File: src/rtl/seq_alu.sv
// Multi-cycle unsigned ALU: add/sub/logic/pass in one step, shift-add MUL and restoring DIV over W steps.
// Latency: 1 cycle for single-step ops and DIV by zero, W+1 cycles for MUL/DIV (accept to out_valid).
// Backpressure: accepts only when idle; the result is held stable in DONE until out_ready.
module seq_alu #(
  parameter int W = 8
) (
  input  logic           clk,
  input  logic           rst_n,
  input  logic           in_valid,
  output logic           in_ready,
  input  logic [W-1:0]   a,
  input  logic [W-1:0]   b,
  input  logic [2:0]     op,
  output logic           out_valid,
  input  logic           out_ready,
  output logic [2*W-1:0] result,
  output logic [W-1:0]   remainder,
  output logic           div_by_zero
);

  localparam int CW = $clog2(W);

  localparam logic [2:0] OP_ADD  = 3'd0;
  localparam logic [2:0] OP_SUB  = 3'd1;
  localparam logic [2:0] OP_AND  = 3'd2;
  localparam logic [2:0] OP_OR   = 3'd3;
  localparam logic [2:0] OP_XOR  = 3'd4;
  localparam logic [2:0] OP_MUL  = 3'd5;
  localparam logic [2:0] OP_DIV  = 3'd6;
  localparam logic [2:0] OP_PASS = 3'd7;

  typedef enum logic [1:0] {IDLE, CALC, DONE} state_t;

  state_t         state, state_nxt;
  logic [CW-1:0]  cnt;
  logic [W-1:0]   b_r;
  logic           is_div;
  logic [2*W-1:0] p, p_nxt;
  logic [2*W-1:0] fast_res;
  logic [W:0]     sum_w, diff_w;
  logic [W:0]     mul_sum, div_t, div_diff;
  logic           accept, long_op, div_zero, last;

  assign in_ready  = (state == IDLE);
  assign out_valid = (state == DONE);
  assign accept    = in_valid & in_ready;
  assign div_zero  = (op == OP_DIV) && (b == '0);
  assign long_op   = (op == OP_MUL) || ((op == OP_DIV) && !div_zero);
  assign last      = (cnt == CW'(W - 1));

  always_ff @(posedge clk or negedge rst_n) begin
    if (!rst_n) state <= IDLE;
    else        state <= state_nxt;
  end

  always_comb begin
    state_nxt = state;
    case (state)
      IDLE:    if (accept) state_nxt = long_op ? CALC : DONE;
      CALC:    if (last) state_nxt = DONE;
      DONE:    if (out_ready) state_nxt = IDLE;
      default: state_nxt = IDLE;
    endcase
  end

  always_comb begin
    fast_res = '0;
    sum_w    = {1'b0, a} + {1'b0, b};
    diff_w   = {1'b0, a} - {1'b0, b};
    case (op)
      OP_ADD:  fast_res[W:0]   = sum_w;
      OP_SUB:  fast_res[W:0]   = diff_w;
      OP_AND:  fast_res[W-1:0] = a & b;
      OP_OR:   fast_res[W-1:0] = a | b;
      OP_XOR:  fast_res[W-1:0] = a ^ b;
      OP_PASS: fast_res[W-1:0] = a;
      default: fast_res        = '0;
    endcase
  end

  // p holds {accumulator, multiplier} for MUL and {partial remainder, quotient} for DIV.
  always_comb begin
    mul_sum  = {1'b0, p[2*W-1:W]} + (p[0] ? {1'b0, b_r} : '0);
    div_t    = p[2*W-1:W-1];
    div_diff = div_t - {1'b0, b_r};
    if (is_div) begin
      if (div_diff[W]) p_nxt = {div_t[W-1:0], p[W-2:0], 1'b0};
      else             p_nxt = {div_diff[W-1:0], p[W-2:0], 1'b1};
    end else begin
      p_nxt = {mul_sum, p[W-1:1]};
    end
  end

  always_ff @(posedge clk or negedge rst_n) begin
    if (!rst_n) begin
      cnt         <= '0;
      b_r         <= '0;
      is_div      <= 1'b0;
      p           <= '0;
      result      <= '0;
      remainder   <= '0;
      div_by_zero <= 1'b0;
    end else begin
      case (state)
        IDLE: begin
          if (accept) begin
            b_r    <= b;
            is_div <= (op == OP_DIV);
            p      <= {{W{1'b0}}, a};
            cnt    <= '0;
            if (div_zero) begin
              result      <= '0;
              remainder   <= a;
              div_by_zero <= 1'b1;
            end else if (!long_op) begin
              result      <= fast_res;
              remainder   <= '0;
              div_by_zero <= 1'b0;
            end
          end
        end
        CALC: begin
          p   <= p_nxt;
          cnt <= last ? '0 : cnt + CW'(1);
          if (last) begin
            div_by_zero <= 1'b0;
            if (is_div) begin
              result    <= {{W{1'b0}}, p_nxt[W-1:0]};
              remainder <= p_nxt[2*W-1:W];
            end else begin
              result    <= p_nxt;
              remainder <= '0;
            end
          end
        end
        default: ;
      endcase
    end
  end

endmodule

File: config.mk
export PLATFORM = sky130hd
export DESIGN_NAME = seq_alu
export DESIGN_NICKNAME = d
export VERILOG_FILES = /design/src/rtl/seq_alu.sv
export SDC_FILE = /design/constraint.sdc
export NUM_CORES = 1
export LEC_CHECK = 0
export CAP_MARGIN = 20
export CELL_PAD_IN_SITES_DETAIL_PLACEMENT = 0
export CELL_PAD_IN_SITES_GLOBAL_PLACEMENT = 1
export CORE_MARGIN = 4
export CORE_UTILIZATION = 35
export CTS_CLUSTER_SIZE = 24
export DETAILED_ROUTE_END_ITERATION = 6
export PLACE_DENSITY_LB_ADDON = 0.1
export SYNTH_ARGS = -nofsm -noshare
export SYNTH_HDL_FRONTEND = slang
export SYNTH_SLANG_ARGS = --single-unit
File: constraint.sdc
create_clock -name clk -period 3.3 [get_ports clk]
set_input_delay 0.33 -clock clk [delete_from_list [all_inputs] [get_ports clk]]
set_output_delay 0.33 -clock clk [all_outputs]
set_load 0.02 [all_outputs]
==> summary.md <==
| Metric | Value |
|---|---|
| R2R Path End | `p[14]` |
| Slew Limit Headroom | `0.513` |
| Synth-to-Final Area Change | `18.6%` |
| Tmin final | `2.69 ns` |
| Synth cell types | `63` |
| Hold Path Class | `in -> async` |
| Crit path kind | `reg -> reg` |
| Via count | `4196` |
| Die Ht | `123 µm` |
| Post-CTS Setup Inserts | `0` |
| WL final | `13900 µm` |
| Cts bufs inserted | `5` |
| Largest net degree at the start of global routing | `56` |
| GRT Util Overall | `0.193` |
| Data required time of the critical path | `3.48 ns` |
| Vias/cell | `5.39` |
| Worst-Margin Slew | `0.730 ns` |
| Post-synthesis xor/xnor area fraction | `0.0241` |
| Synth Register Bits | `55` |
| Vias in the first global route | `4153` |
| Reg2reg start | `p[7]` |
| Aggregate global routing overflow | `0` |
| Wire length of the first global-routing pass | `22800 µm` |
| Commonest non-fill, non-tap cells in the layout | `nand2_1, dfrtp_1, clkdlybuf4s50_1` |
| Row count | `41` |
| Final setup fails | `0` |
| Mapped cell area | `4620 µm²` |
| DRC | `0` |
| Die footprint | `15100 µm²` |
| Die width | `123 µm` |
| Clk slew on worst S/H paths | `0.07 ns` |
| Drt first pass iters | `5` |
| Worst Slack Setup Final | `0.607 ns` |
| Fin crit share | `0.816` |
| CTS Buffer Depth | `2` |
| Top-Level Pins | `50` |
| Wire per inst | `17.8 µm` |
| H-tree levels | `2` |
| Worst vdd ir | `0.000232 V` |
| Seq/Total Area, Yosys | `0.298` |
| Worst Clk Skew | `0.00326 ns` |
| Crit end category | `flop` |
| Post-synth net total | `631` |
| 1st-iter DRT viols | `304` |
| Cts hold-fix bufs | `0` |
| Lkg Pwr | `2.42 nW` |
| Mean Syn Cell Area | `8.24 µm²` |
| Dominant synthesized flop cell | `dfrtp_1` |
| Compound-gate portion of the synthesized area | `0.220` |
| TNS Setup | `0 ns` |
| Pwr per Cell Area | `628 nW/µm²` |
| Fin nets | `677` |
| Synth Instances | `561` |
| Core Region | `12800 µm²` |
| Multiplexer share of the synthesized area | `0.0641` |
| Initial antenna violation count | `0` |
| Setup crit end | `p[14]` |
| Max Cap Viol | `0` |
| Post-CTS Resized | `0` |
| Crit path DAT | `2.88 ns` |
| Post-route ant nets | `0` |
| F_max | `371 MHz` |
| Initial Utilization | `0.362` |
| Fillers | `1299` |
| DP HPWL | `10800 µm` |
| Outcome | `completed` |
| # port buffers | `49` |
| Pre-CTS setup slack | `0.417 ns` |
| Clock Tree Root | `clkbuf_16` |
| Layout cells sized above 1 | `0.0741` |
| Clk sinks | `55` |
| Critical path launch point type | `flop` |
| Synth Area in Simple Gates | `0.198` |
| R2R cell count | `10` |
| R2R setup slack | `0.61 ns` |
| Commonest non-fill, non-tap cell in the layout | `nand2_1` |
| Worst-Skew Late Latency | `0.30 ns` |
| Max-slew violations | `0` |
| Largest family of logic cells by synthesized area | `compound AO/OA/AOI/OAI gates` |
| CTS tree | `done` |
| Yosys Warn Count | `0` |
| Ant diodes | `0` |
| Final hold violations | `0` |
| Synth Area in Adders | `0.134` |
| Crit path max fanout | `6` |
| RSZ-0062 raised after global routing | `no` |
| Routability Congestion | `0.845` |
| Critical Path Start | `p[7]` |
| Post-synth ARST share | `1.00` |
| Post-synth EDFFs | `0` |
==> state kept, by name (all words and copies together), names as in the netlist <==
signal / count
div_by_zero: 1
cnt: 3
b_r: 8
p: 16
state: 2
result: 16
remainder: 8
is_div: 1
==> logic make-up after synthesis <==
logic type,Yosys count
flops,55
simple gates,190
xor+xnor,11
mux,27
buf+inv,71
compound gates,160
fa+ha+maj,47
==> where the power goes <==
group	total, mW	internal [mW]	switching (mW)
Combinational	1.80	0.812	0.988
Sequential	1.11	0.894	0.213
Clock	0.538	0.297	0.241
==> synthesized netlist by cell type (8+ instances only) <==
| cell type | instances | area share |
|---|---|---|
| dfrtp_1 | 55 | 0.30 |
| mux2i_1 | 18 | 0.039 |
| inv_1 | 44 | 0.036 |
| o21ai_0 | 41 | 0.044 |
| nand3_1 | 22 | 0.024 |
| nor3_1 | 8 | 0.0087 |
| a31oi_1 | 10 | 0.014 |
| nor4_1 | 8 | 0.011 |
| nor2b_1 | 10 | 0.014 |
| o211ai_1 | 8 | 0.013 |
| ha_1 | 43 | 0.12 |
| nand2_1 | 56 | 0.045 |
| buf_2 | 14 | 0.015 |
| nor2_1 | 44 | 0.036 |
| and2_1 | 11 | 0.015 |
| clkbuf_1 | 10 | 0.0081 |
| a21oi_1 | 44 | 0.048 |
==> worst min-delay path by stage <==
stage            endpoint  slack (ns)  cells past startpoint
4_1_cts         result[9]        0.21                      2
2_1_floorplan      b_r[0]        0.03                      0
5_1_grt            cnt[2]        0.23                      2
6_report           cnt[2]        0.17                      2
3_5_place_dp    result[9]        0.47                      2
3_3_place_gp   result[11]        0.46                      2
==> layer usage <==
layer	up-vias	wire length (µm)	track usage
met4	0	252	0.0539
met3	20	528	0.0220
met2	92	6890	0.324
met5	-	0	0
met1	2013	6200	0.262
li1	2071	-	-
==> area by class of cell <==
| type | instances | area (µm²) | share of cell area |
|---|---|---|---|
| clock buffer | 6 | 139 | 0.0253 |
| clock inverter | 1 | 5.00 | 0.000912 |
| inverter | 44 | 165 | 0.0301 |
| multi-input combinational | 435 | 2960 | 0.540 |
| sequential | 55 | 1380 | 0.251 |
| tap | 172 | 215 | 0.0392 |
| timing repair buffer | 66 | 626 | 0.114 |
==> critical path, stage by stage, from the launching register on <==
cell and delay [ns]:
dfrtp_1 0.38, inv_1 0.10, ha_1 0.18, inv_1 0.06, fa_1 0.44, a211oi_2 0.30
o21ai_1 0.16, o21ai_4 0.12, xnor2_2 0.23, mux2_4 0.34, a221o_1 0.28
==> metrics by stage <==
step                       util  hold WS, ns  cell area, µm²  cells  power [mW]
final                     0.430        0.172            5490    779        3.44
after global routing      0.430        0.231            5490    779        3.72
after CTS                 0.430        0.205            5490    779        3.48
after detailed placement  0.418        0.471            5340    772        2.93
after global placement    0.418        0.461            5340    772        2.92
after floorplan               -       0.0344            4620    561        2.28
Note: power is estimated with default switching activity, not from simulation.
